**config.mk**
```make
export PLATFORM = sky130hd
export DESIGN_NAME = traffic_phase_arbiter
export DESIGN_NICKNAME = d
export VERILOG_FILES = /design/src/rtl/traffic_phase_arbiter.sv
export SDC_FILE = /design/constraint.sdc
export NUM_CORES = 1
export LEC_CHECK = 0
export ABC_AREA = 1
export BUFFER_PORTS_ARGS = -buffer_cell sky130_fd_sc_hd__buf_2
export CORE_MARGIN = 4
export CORE_UTILIZATION = 46
export CTS_CLUSTER_DIAMETER = 60
export DETAILED_ROUTE_END_ITERATION = 6
export PLACE_DENSITY_LB_ADDON = 0.15
export SETUP_SLACK_MARGIN = 0.5
export SLEW_MARGIN = 20
export SYNTH_ARGS = -nofsm -noshare
export SYNTH_HDL_FRONTEND = slang
export SYNTH_SLANG_ARGS = --single-unit
```
**constraint.sdc**
```tcl
create_clock -name clk -period 2.4 [get_ports clk]
set_clock_uncertainty 0.2 [all_clocks]
set_input_delay 0.36 -clock clk [delete_from_list [all_inputs] [get_ports clk]]
set_output_delay 0.36 -clock clk [all_outputs]
set_load 0.01 [all_outputs]
```
**src/rtl/traffic_phase_arbiter.sv**
```systemverilog
// Intersection phase scheduler: round-robin between NS traffic, EW traffic and
// the pedestrian crossing, with min/max green, yellow and all-red clearance.
module traffic_phase_arbiter #(
  parameter int GREEN_MIN = 8,
  parameter int GREEN_MAX = 20,
  parameter int YELLOW_T  = 3,
  parameter int ALLRED_T  = 2,
  parameter int WALK_T    = 6
) (
  input  logic       clk,
  input  logic       rst,
  input  logic       req_ns,
  input  logic       req_ew,
  input  logic       ped_btn,
  output logic [1:0] ns_light,
  output logic [1:0] ew_light,
  output logic       ped_walk,
  output logic [2:0] phase
);

  // Timer cap is the largest terminal count so no timed state can stall.
  localparam int T_A   = (GREEN_MAX > WALK_T) ? GREEN_MAX : WALK_T;
  localparam int T_B   = (YELLOW_T > ALLRED_T) ? YELLOW_T : ALLRED_T;
  localparam int T_MAX = (T_A > T_B) ? T_A : T_B;
  localparam int TW    = $clog2(T_MAX + 1);

  localparam logic [1:0] LIGHT_RED    = 2'b00;
  localparam logic [1:0] LIGHT_GREEN  = 2'b01;
  localparam logic [1:0] LIGHT_YELLOW = 2'b10;

  typedef enum logic [2:0] {
    ALL_RED   = 3'd0,
    NS_GREEN  = 3'd1,
    NS_YELLOW = 3'd2,
    EW_GREEN  = 3'd3,
    EW_YELLOW = 3'd4,
    PED_WALK  = 3'd5
  } state_t;

  typedef enum logic [1:0] {
    LAST_NS  = 2'd0,
    LAST_EW  = 2'd1,
    LAST_PED = 2'd2
  } last_t;

  state_t        state, state_nxt;
  last_t         last, last_nxt, pick;
  logic [TW-1:0] timer;
  logic          pend_ns, pend_ew, pend_ped;
  logic          serving_ns, serving_ew, serving_ped;
  logic          enter_ns, enter_ew, enter_ped;

  assign serving_ns  = (state == NS_GREEN) || (state == NS_YELLOW);
  assign serving_ew  = (state == EW_GREEN) || (state == EW_YELLOW);
  assign serving_ped = (state == PED_WALK);
  assign enter_ns    = (state_nxt == NS_GREEN) && (state != NS_GREEN);
  assign enter_ew    = (state_nxt == EW_GREEN) && (state != EW_GREEN);
  assign enter_ped   = (state_nxt == PED_WALK) && (state != PED_WALK);

  always_comb begin
    state_nxt = state;
    last_nxt  = last;
    pick      = LAST_NS;
    case (state)
      ALL_RED: begin
        if (timer == TW'(ALLRED_T - 1)) begin
          // Search starts one past the last served phase; empty search rests in NS.
          case (last)
            LAST_NS:  pick = pend_ew  ? LAST_EW  : pend_ped ? LAST_PED : LAST_NS;
            LAST_EW:  pick = pend_ped ? LAST_PED : pend_ns  ? LAST_NS  : pend_ew ? LAST_EW : LAST_NS;
            default:  pick = pend_ns  ? LAST_NS  : pend_ew  ? LAST_EW  : pend_ped ? LAST_PED : LAST_NS;
          endcase
          last_nxt = pick;
          case (pick)
            LAST_EW:  state_nxt = EW_GREEN;
            LAST_PED: state_nxt = PED_WALK;
            default:  state_nxt = NS_GREEN;
          endcase
        end
      end
      NS_GREEN: begin
        if ((timer >= TW'(GREEN_MIN - 1)) && (pend_ew || pend_ped) &&
            (!req_ns || (timer == TW'(GREEN_MAX - 1))))
          state_nxt = NS_YELLOW;
      end
      NS_YELLOW: if (timer == TW'(YELLOW_T - 1)) state_nxt = ALL_RED;
      EW_GREEN: begin
        if ((timer >= TW'(GREEN_MIN - 1)) && (pend_ns || pend_ped) &&
            (!req_ew || (timer == TW'(GREEN_MAX - 1))))
          state_nxt = EW_YELLOW;
      end
      EW_YELLOW: if (timer == TW'(YELLOW_T - 1)) state_nxt = ALL_RED;
      PED_WALK:  if (timer == TW'(WALK_T - 1)) state_nxt = ALL_RED;
      default:   state_nxt = ALL_RED;
    endcase
  end

  always_ff @(posedge clk or posedge rst) begin
    if (rst) begin
      state    <= ALL_RED;
      last     <= LAST_PED;
      timer    <= '0;
      pend_ns  <= 1'b0;
      pend_ew  <= 1'b0;
      pend_ped <= 1'b0;
    end else begin
      state <= state_nxt;
      last  <= last_nxt;
      if (state_nxt != state)
        timer <= '0;
      else if (timer != TW'(T_MAX))
        timer <= timer + 1'b1;
      // Entry clear overrides a same-cycle request.
      pend_ns  <= (pend_ns  | (req_ns  & ~serving_ns))  & ~enter_ns;
      pend_ew  <= (pend_ew  | (req_ew  & ~serving_ew))  & ~enter_ew;
      pend_ped <= (pend_ped | (ped_btn & ~serving_ped)) & ~enter_ped;
    end
  end

  always_comb begin
    ns_light = LIGHT_RED;
    ew_light = LIGHT_RED;
    ped_walk = 1'b0;
    case (state)
      NS_GREEN:  ns_light = LIGHT_GREEN;
      NS_YELLOW: ns_light = LIGHT_YELLOW;
      EW_GREEN:  ew_light = LIGHT_GREEN;
      EW_YELLOW: ew_light = LIGHT_YELLOW;
      PED_WALK:  ped_walk = 1'b1;
      default: ;
    endcase
  end

  assign phase = state;

endmodule

```
# Word level (Yosys, flattened, before mapping)
# Index checks and enable logic that the tools add are counted.
[word_totals]
in_bits = 5
regBits = 13
output_inout_bits = 8
word_cells = 84
[op_classes]
n_eq_ne = 20
n_mux = 21
reduce_logical = 20
n_addsub = 1
bitwise_logic = 15
n_lt_le_gt_ge = 1
[op_table]
columns = ["cell", "count"]
rows = [
  ["3-bit two-way mux", 5],
  ["3-bit one-hot mux with 5 select lines", 1],
  ["2-bit two-way mux", 6],
  ["2-bit one-hot mux with 2 select lines", 3],
  ["5-bit two-way mux", 2],
  ["3-bit by 2-bit equality test with 1-bit output, second input constant", 3],
  ["3-bit equality test, second input constant", 3],
  ["1-bit logical AND", 7],
  ["1-bit AND", 6],
  ["3-bit by 1-bit equality test with 1-bit output, second input constant", 2],
  ["1-bit logical OR", 6],
  ["1-bit NOT", 6],
  ["3-bit one-hot mux with 2 select lines", 1],
  ["5-bit by 1-bit adder with 5-bit output, second input constant", 1],
  ["5-bit by 1-bit equality test with 1-bit output, second input constant", 1],
  ["5-bit by 2-bit equality test with 1-bit output, second input constant", 1],
  ["5-bit by 3-bit equality test with 1-bit output, second input constant", 1],
  ["5-bit equality test, second input constant", 1],
  ["5-bit by 3-bit >= comparator with 1-bit output, second input constant", 1],
  ["5-bit inequality test, second input constant", 1],
  ["2-bit by 1-bit equality test with 1-bit output, second input constant", 2],
  ["3-bit zero test", 1],
  ["1-bit two-way mux", 3],
  ["3-bit by 1-bit inequality test with 1-bit output, second input constant", 1],
  ["other kinds (10)", 13],
]

# Longest topological paths before layout
[logic_depth]
depth_word = 14
mapped_depth = 13
ltp_nobuf = 13

# Least setup slack after synthesis
# Ideal clock, no wire load.
[synth_timing]
path_type = "register to register"
startpoint = "register timer[1]"
endpoint = "register timer[4]"
arrival_ns = 1.415
path_slack_ns = 0.666
n_path_buf = 0
stages_incl_launch_ff = 14
cell_sequence = "dfrtp_1 inv_1 ha_1 inv_1 nor2_1 nand2_1 nor2_2 inv_1 nor2_1 nor2_1 nand3_1 nand2_1 nand3_2 nor2_1"
[synth_via]
elab_chain_len = 7
[synth_rtl]
columns = ["element", "line", "rtl"]
rows = [
  ["start: declaration", "48", "logic [TW-1:0] timer;"],
  ["start signal: assignment", "112", "timer <= timer + 1'b1;"],
  ["5-bit by 3-bit >= comparator with 1-bit output or 5-bit equality test (tied branches)", "--", ""],
  ["1-bit logical AND (tied with other cells)", "88", "if ((timer >= TW'(GREEN_MIN - 1)) && (pend_ns || pend_ped) &&"],
  ["1-bit logical AND, on equally long branches", "88, 82", ""],
  ["3-bit two-way mux, on equally long branches", "88, 82", ""],
  ["3-bit one-hot mux with 5 select lines", "64", "case (state)"],
  ["3-bit inequality test", "109", "if (state_nxt != state)"],
  ["5-bit two-way mux or 2-bit nonzero test (tied branches)", "--", ""],
]
# Parallel ways exist; a longest one is shown, timed or not. The select of a mux whose other input is x is not followed.
# A chain may end at the register's enable or synchronous reset.

# Final worst setup path
[layout_timing]
startpoint = "register timer[1]"
endpoint = "register timer[1]"
# Same word-level chain as after synthesis.

==> run summary <==
- 23 — count of different cell masters after synthesis
- 5 — critical-path maximum fanout
- clkbuf_4 — Clk Tree Root Cell
- 3 — Cells on Worst Hold Path
- 1940 um — Post-Route WL
- 551 um2 — footprint of the multi-input gates
- 0 — MaxCap Viol Count
- 0.692 mV — largest voltage drop on the vdd net
- 3160 um — global-route wire length before repair
- 67.1% — Slew headroom
- 330 um2 — FF+latch area
- timer[1]$_DFFE_PP0P_ — beginning of the worst register-to-register path
- 49.8% — Initial Util
- flop — element type at the critical path start
- 51.9 um — Chip Height
- input port to flop — type of the tightest min-delay check
- 0 — final-report setup violation count
- 123 — Post-Syn Instances
- 0 — Final Hold Fails
- flop — CP endpoint kind
- 0 — diodes inserted
- flop to flop — type of the setup path with the least slack
- 0.494 ns — Worst-Margin Slew
- 887 um2 — post-synthesis instance area
- 13 — R2R depth
- 1.89 ns — minimum clock period
- 1 — H-tree depth
- 0.546 nW — leakage power summed over all cells
- 0.07 ns — register clock-pin slew on the reported worst setup and hold paths
- dfrtp_1 34%, nand2_1 8.9%, inv_1 8.5% — leading post-synthesis cells by cell area
- 24.7% — area added between synthesis and finish
- 0.141 ns — hold slack
- 0 ns — setup tns final
- 36.8% — part of the Yosys area used for sequential elements
- 0 — max-slew violations
- 2.37 ns — required time worst endpoint
- built — TritonCTS clock tree
- 0 — DRC viols
- 0 — warnings from Yosys
- 13 — I/O pins
- 78.7% — Period Utilization, post-route
- 0.28 ns — latest clock arrival within the worst-skew pair
- 11.7 um — routed len/inst
- 2700 um2 — Die Outline Area
- 1120 nW/um2 — P per Cell Area
- 151 — nets
- 12 — Port Buffers
- 33.9% — top-area cell type share of the netlist area
- 530 MHz — fmax
- 2 — maximum count of clock buffers along a single path
- 1.85 ns — Worst EP arrival
- 13 — Clock Sinks
- 0.894 — routability-driven placement congestion ratio
- 3 — total CTS buffers
- dfrtp_1 — area leader, netlist
- 30 — initial DRC count
- timer[1]$_DFFE_PP0P_ — worst reg2reg endpoint
- 155 — filler cell count in the final layout
- 0 — total overflow reported by the global router
- 7.21 um2 — mean instance size in the synthesized netlist
- 0.51 ns — Register-to-Register Setup Slack
- ped_btn — hold wc startpoint
- timer[1]$_DFFE_PP0P_ — CP Launch Point
- 700 — number of global-route vias before repair
- 826 — vias after detailed routing
- 1780 um2 — Floorplan Core Area
- 13 — synthesis-stage register bit count
- 0 — Post-DRT Antenna Nets
- complete, no violations — outcome
- 0 — number of antenna violations at the first check in global routing
- 4.98 — detail-routed via count per cell
- pend_ped$_DFF_PP0_ — Hold Path End
- yes — setup repair after global routing missed its margin
- 4 — number of detailed-route iterations in the first pass
- 14 — pin count of the biggest net entering global routing
- 17 x inv_1, 17 x nand2_1, 12 x buf_2 — highest-count cells in the layout ignoring fill and taps
- 15 — row count
- 15.9% — GR Util All Layers
- 1490 um — post-detailed-placement half-perimeter wirelength
- 132 — synthesized net count
- 38.3% — fraction of layout cells with a size suffix above 1
- 51.9 um — width of the die
metrics by stage:
step                instance area, um2  instances  utilization, %  worst slack [ns]  total power, mW
floorplan                          887        123               -             0.666            0.813
CTS                               1020        165            57.3             0.525             1.11
finish                            1110        166            62.0             0.512             1.23
global route                      1110        166            62.0             0.394             1.35
global placement                   978        160            54.9             0.503            0.964
detailed placement                 978        160            54.9             0.469            0.966
worst max-delay path, cell delays in order, from the launching register on:
cell	delay, ns
dfrtp_1	0.43
inv_2	0.10
ha_4	0.13
inv_2	0.04
nor2_4	0.11
nand2_2	0.07
nor2_4	0.16
inv_2	0.06
nor2_2	0.10
nor2_1	0.05
nand3_1	0.07
nand2_2	0.08
nand3_4	0.13
nor2_2	0.06
state kept, by name, summed over array words and instances (netlist names):
name      cells
last          2
pend_ped      1
pend_ns       1
phase         3
timer         5
pend_ew       1
report_power, final:
group	internal [mW]	total, mW	switching (mW)
sequential	0.306	0.396	0.0898
combinational	0.257	0.704	0.447
clock	0.0645	0.134	0.0698
cell usage after synthesis, drive strengths merged:
| library cell | count |
|---|---|
| or2 | 2 |
| a21oi | 5 |
| nand3 | 14 |
| o21bai | 1 |
| ha | 4 |
| nor3b | 2 |
| nor2 | 19 |
| o21ai | 7 |
| nor3 | 3 |
| xor2 | 2 |
| dfrtp | 12 |
| o2111ai | 1 |
| inv | 24 |
| nand2 | 23 |
| nand4 | 3 |
| dfstp | 1 |
kinds of logic after synthesis:
logic type	Yosys count	share of synthesized area, %
buffers and inverters	24	10.2
adder cells (fa/ha/maj)	4	5.64
AND/OR/NAND/NOR	66	36.4
flip-flops	13	36.8
XOR/XNOR	2	1.97
AO/OA/AOI/OAI	14	9.03
layout make-up:
cell class,instances,area share [%]
Timing Repair Buffer,14,7.01
Clock buffer,4,2.38
Multi-Input combinational cell,86,49.8
Tap cell,25,2.83
Sequential cell,13,29.9
Inverter,24,8.14
routing by layer:
metal / GRT usage (%) / vias to the layer above / wire (um) / share of wire, %
met2: 21.3 / 26 / 838 / 43
li1: - / 429 / - / -
met1: 24.3 / 366 / 965 / 50
met5: 0 / - / 0 / 0
met3: 2.58 / 5 / 100 / 5.2
met4: 7.86 / 0 / 32 / 1.7
what timing repair did:
item,CTS,global route
resized for setup,2,27
hold buffers,1,0
buffers inserted,0,1
pin swaps,0,12
endpoints found under the hold margin,12,0
setup endpoints to repair,5,9
how the worst max path moves through the flow:
| stage | endpoint | slack [ns] | cells after the start |
|---|---|---|---|
| floorplan | timer[4]$_DFFE_PP0P_ | 0.67 | 13 |
| global placement | timer[4]$_DFFE_PP0P_ | 0.50 | 13 |
| detailed placement | timer[1]$_DFFE_PP0P_ | 0.47 | 13 |
| CTS | ped_walk | 0.52 | 3 |
| global route | timer[1]$_DFFE_PP0P_ | 0.39 | 13 |
| finish | timer[1]$_DFFE_PP0P_ | 0.51 | 13 |
No activity file was read; power rests on OpenSTA's default activity.
